==> config.mk <==
export PLATFORM = sky130hd
export DESIGN_NAME = dot_product_accumulator
export DESIGN_NICKNAME = d
export VERILOG_FILES = /design/src/rtl/dot_product_accumulator.sv
export SDC_FILE = /design/constraint.sdc
export NUM_CORES = 1
export LEC_CHECK = 0
export BUFFER_PORTS_ARGS = -buffer_cell sky130_fd_sc_hd__buf_2
export CAP_MARGIN = 20
export CORE_UTILIZATION = 40
export CTS_CLUSTER_DIAMETER = 60
export DETAILED_ROUTE_END_ITERATION = 10
export HOLD_SLACK_MARGIN = 0.08
export MAX_ROUTING_LAYER = met4
export PLACE_DENSITY = 0.68
export RECOVER_POWER = 50
export SYNTH_ARGS = -nofsm -noshare
export SYNTH_HDL_FRONTEND = slang
export SYNTH_SLANG_ARGS = --single-unit
==> constraint.sdc <==
create_clock -name clk -period 3.35 [get_ports clk]
set_clock_uncertainty 0.05 [all_clocks]
set_input_delay 0.1675 -clock clk [delete_from_list [all_inputs] [get_ports clk]]
set_output_delay 0.1675 -clock clk [all_outputs]
set_load 0.01 [all_outputs]
==> src/rtl/dot_product_accumulator.sv <==
// ----------------------------------------------------------------------------
// dot_product_accumulator
//
// Sums VEC_LEN consecutive accepted unsigned products into one dot-product
// element. Each completed element is held in a one-entry valid/ready output
// register. The product feed is stalled only when the last element of a
// vector arrives while the previous result is still waiting to be taken.
//
// Ports
//   clk        : system clock, all logic on the rising edge
//   rst        : synchronous active-high reset
//   prod_in    : product from the multiplier (unsigned, PROD_W bits)
//   prod_valid : prod_in is valid this cycle
//   prod_ready : accumulator can take prod_in this cycle (combinational)
//   sum_out    : completed dot-product element (ACC_W bits)
//   sum_valid  : sum_out holds a result that has not been taken yet
//   sum_ready  : downstream takes sum_out this cycle
//   elem_cnt   : products accumulated so far in the current vector
//   overflow   : sticky flag, set when an accumulation carries out of ACC_W
// ----------------------------------------------------------------------------
module dot_product_accumulator #(
    parameter int PROD_W  = 64,
    parameter int VEC_LEN = 4,
    parameter int ACC_W   = 66,
    localparam int CNT_W  = (VEC_LEN > 1) ? $clog2(VEC_LEN) : 1
) (
    input  logic              clk,
    input  logic              rst,
    input  logic [PROD_W-1:0] prod_in,
    input  logic              prod_valid,
    output logic              prod_ready,
    output logic [ACC_W-1:0]  sum_out,
    output logic              sum_valid,
    input  logic              sum_ready,
    output logic [CNT_W-1:0]  elem_cnt,
    output logic              overflow
);

    logic [ACC_W-1:0] acc;
    logic [ACC_W:0]   add_full;
    logic             last;
    logic             accept;
    logic             carry;

    assign last       = (elem_cnt == CNT_W'(VEC_LEN - 1));
    // Only the final element of a vector needs somewhere to land, so only it
    // can be stalled by an unconsumed result.
    assign prod_ready = !(last && sum_valid && !sum_ready);
    assign accept     = prod_valid && prod_ready;

    // One extra bit on the adder exposes the carry out of ACC_W.
    assign add_full   = {1'b0, acc} + {1'b0, ACC_W'(prod_in)};
    assign carry      = add_full[ACC_W];

    always_ff @(posedge clk) begin
        if (rst) begin
            acc       <= '0;
            elem_cnt  <= '0;
            sum_out   <= '0;
            sum_valid <= 1'b0;
            overflow  <= 1'b0;
        end else begin
            // Drain first; a completion in the same cycle overrides it so the
            // output register refills without a bubble.
            if (sum_valid && sum_ready) begin
                sum_valid <= 1'b0;
            end

            if (accept) begin
                if (carry) begin
                    overflow <= 1'b1;
                end
                if (last) begin
                    sum_out   <= add_full[ACC_W-1:0];
                    sum_valid <= 1'b1;
                    acc       <= '0;
                    elem_cnt  <= '0;
                end else begin
                    acc      <= add_full[ACC_W-1:0];
                    elem_cnt <= elem_cnt + CNT_W'(1);
                end
            end
        end
    end

endmodule

==> out/qor.txt <==
Status -> finished clean
Synth area leader -> dfxtp_1
Sequential-to-total area share from yosys stat -> 0.319
Crit start category -> register
Clk buf depth -> 2
Final min period -> 3.26 ns
R2r startpoint -> acc[7]
Avg Cell Area, Syn -> 7.81 um2
Width of the die -> 148 um
Arr. time, crit path -> 3.58 ns
Drt wl/cell -> 16.7 um
Vias/cell -> 5.52
Clock Latency Late Sink -> 0.43 ns
# rows -> 53
Initial antenna violation count -> 0
Overflow after GRT -> 0
Global-route wire length before repair -> 42.0 mm
Hold path cells -> 4
CTS H-tree depth -> 4
Fin Hold WS -> 0.115 ns
Height of the die -> 148 um
R2R Path End -> sum_out[61]
Cells after synthesis -> 1092
Critical path type -> register to register
Core area -> 21000 um2
Final WL -> 26.0 mm
Pins Over Slew Limit -> 0
Post-synthesis async set-or-reset flop share -> 0
Worst R2R Path Depth -> 12
CP max-delay cell -> or4b_4
Max cap viols -> 0
Hold Path Class -> input pin to register
HPWL Detailed -> 19.3 mm
Setup_tns -> 0 ns
Crit path largest cell delay -> 0.50 ns
GRT Overall Usage -> 0.249
Netlist cell types -> 71
CTS clock-pin slew for the worst setup and hold paths -> 0.06 ns
Worst path cell trace -> ha_4 > o21ai_4 > o21ai_2 > nor3b_4 > or3b_4 > or4b_4 > o31ai_4 > a31oi_2 > o21ai_2 > a311oi_2 > or4_1 > nand3_1
Crit end category -> register
FF+latch count, synth -> 136
# setup viols final -> 0
Hold Violations, Final -> 0
Worst EP required -> 3.66 ns
Ys Warns -> 0
Worst-Margin Slew -> 0.820 ns
Top cell by count, worst path -> o21ai_2
Top Ports -> 139
Starting Density -> 0.407
Min-Delay Startpoint -> prod_in[0]
Syn nets -> 1226
Crit path max-delay family -> simple AND/OR/NAND/NOR gates
Layout cells sized above 1 -> 0.201
Peak VDD IR -> 0.394 mV
Area growth syn-to-layout -> 28.0%
Largest net degree at the start of global routing -> 60
PortBufs -> 138
Period utilization -> 0.973
Pre-Repair DR Iteration Count -> 5
Rel. slew slack -> 0.453
R2r setup slk -> 0.09 ns
Post-Syn Area -> 8530 um2
Vias -> 8594
Hold Path End -> sum_out[0]
Nets -> 1402
Post-synth EDFFs -> 0
Layout Utilization -> 0.521
Num CTS Buffers -> 17
Routed Antenna Nets -> 0
Die area -> 21900 um2
Gpl congestion -> 0.910
CP max FO -> 5
DR DRC count -> 0
Fmax achieved -> 307 MHz
CTS tree -> done
Top cell type's share of synthesized area -> 0.319
Vias in the first global route -> 8394
Number of cells on the critical path -> 12
Area contributors post-synth -> dfxtp_1, ha_1, a21oi_1
Unrepaired setup endpoints after global routing -> true
Clk sinks -> 136
Power density over cell area -> 563 nW/um2
Number of inserted diodes -> 0
Synth Flop Type -> dfxtp_1
DRT iter0 DRCs -> 374
Static Leak -> 4.57 nW
Root Driver -> clkbuf_16
Buffers and inverters on the worst path -> 0
area by class of cell:
type / count / area, um2
Fill cell: 2047 / 10000
Multi-Input combinational cell: 871 / 5880
Sequential cell: 136 / 2730
Timing Repair Buffer: 226 / 1270
Clock buffer: 21 / 470
Tap cell: 275 / 344
Clock inverter: 11 / 169
Inverter: 16 / 60.1
worst min-delay path: stages:
cell and delay [ns]:
buf_2 0.10, ha_4 0.13, nand2_1 0.04, a21oi_1 0.11
synthesized netlist by cell type (16+ instances only):
cell	instances
nor2_1	100
nand2_1	166
inv_1	16
a22oi_1	25
a22o_1	27
ha_1	65
a21oi_1	132
xnor2_1	37
clkbuf_1	61
xor2_1	24
dfxtp_1	136
o21ai_0	46
nand4_1	19
nand3_1	16
a21o_1	43
per-layer routing:
layer,GRT usage,vias to the layer above,part of all wire
li1,-,4298,-
met1,0.306,4030,0.45
met2,0.414,232,0.48
met3,0.0386,34,0.047
met4,0.0814,0,0.018
met5,-,-,0
what timing repair did:
action	in CTS	in global routing
hold buffers	2	0
buffers inserted	1	2
pin swaps	7	29
setup endpoints to repair	10	59
hold endpoints to repair	2	0
resized for setup	3	75
worst max-delay path by stage:
stage                             end  startpoint
after floorplan           sum_out[30]      acc[0]
after global placement        acc[61]     acc[22]
after detailed placement      acc[61]     acc[16]
after CTS                 sum_out[64]     acc[19]
after global routing      sum_out[61]      acc[1]
final                     sum_out[61]      acc[7]
flip-flops by register name, indices dropped and copies added, names as in the netlist:
| name | cells |
|---|---|
| sum_valid | 1 |
| elem_cnt | 2 |
| overflow | 1 |
| acc | 66 |
| sum_out | 66 |
where the power goes:
part	internal (W)	total [W]	switching [W]
logic	0.000981	0.00224	0.00126
clock network	0.00131	0.00206	0.000749
registers	0.00176	0.00185	0.0000887
metrics by stage:
step | setup WS, ns | cells | total power, W | area [um2]
finish | 0.0894 | 1556 | 0.00614 | 10900
global route | -0.0181 | 1556 | 0.00649 | 10900
CTS | 0.00298 | 1554 | 0.00600 | 10600
detailed placement | -0.0498 | 1519 | 0.00392 | 9930
global placement | -0.0521 | 1519 | 0.00391 | 9930
floorplan | 0.257 | 1092 | 0.00327 | 8530
logic make-up (layout without fill, tap and decap cells):
logic type / Yosys count / after routing / synth area share
compound gates: 368 / 368 / 0.282
xor+xnor: 61 / 61 / 0.0626
fa+ha+maj: 66 / 66 / 0.0977
buf+inv: 85 / 274 / 0.0384
flops: 136 / 136 / 0.319
simple gates: 376 / 376 / 0.200
cell usage in the layout, fill, tap and decap left out, types with 5 or more instances in the layout:
cell,count
nand2_1,164
dfxtp_1,134
a21oi_1,125
nor2_1,97
buf_4,84
clkbuf_1,72
buf_2,66
ha_1,52
a21o_1,43
o21ai_0,40
xnor2_1,36
a22o_1,27
a22oi_1,25
xor2_1,24
nand4_1,19
clkbuf_16,17
inv_1,15
nand3_1,15
o21ai_1,13
nor3_1,12
ha_4,11
o21bai_1,8
nor2b_1,8
o21a_1,7
a21oi_2,7
a211oi_1,6
a211oi_2,6
or2_2,5
and3_1,5
o211ai_1,5
and2_1,5
nor4_1,5
a31oi_1,5
No activity file was read; power rests on OpenSTA's default activity.
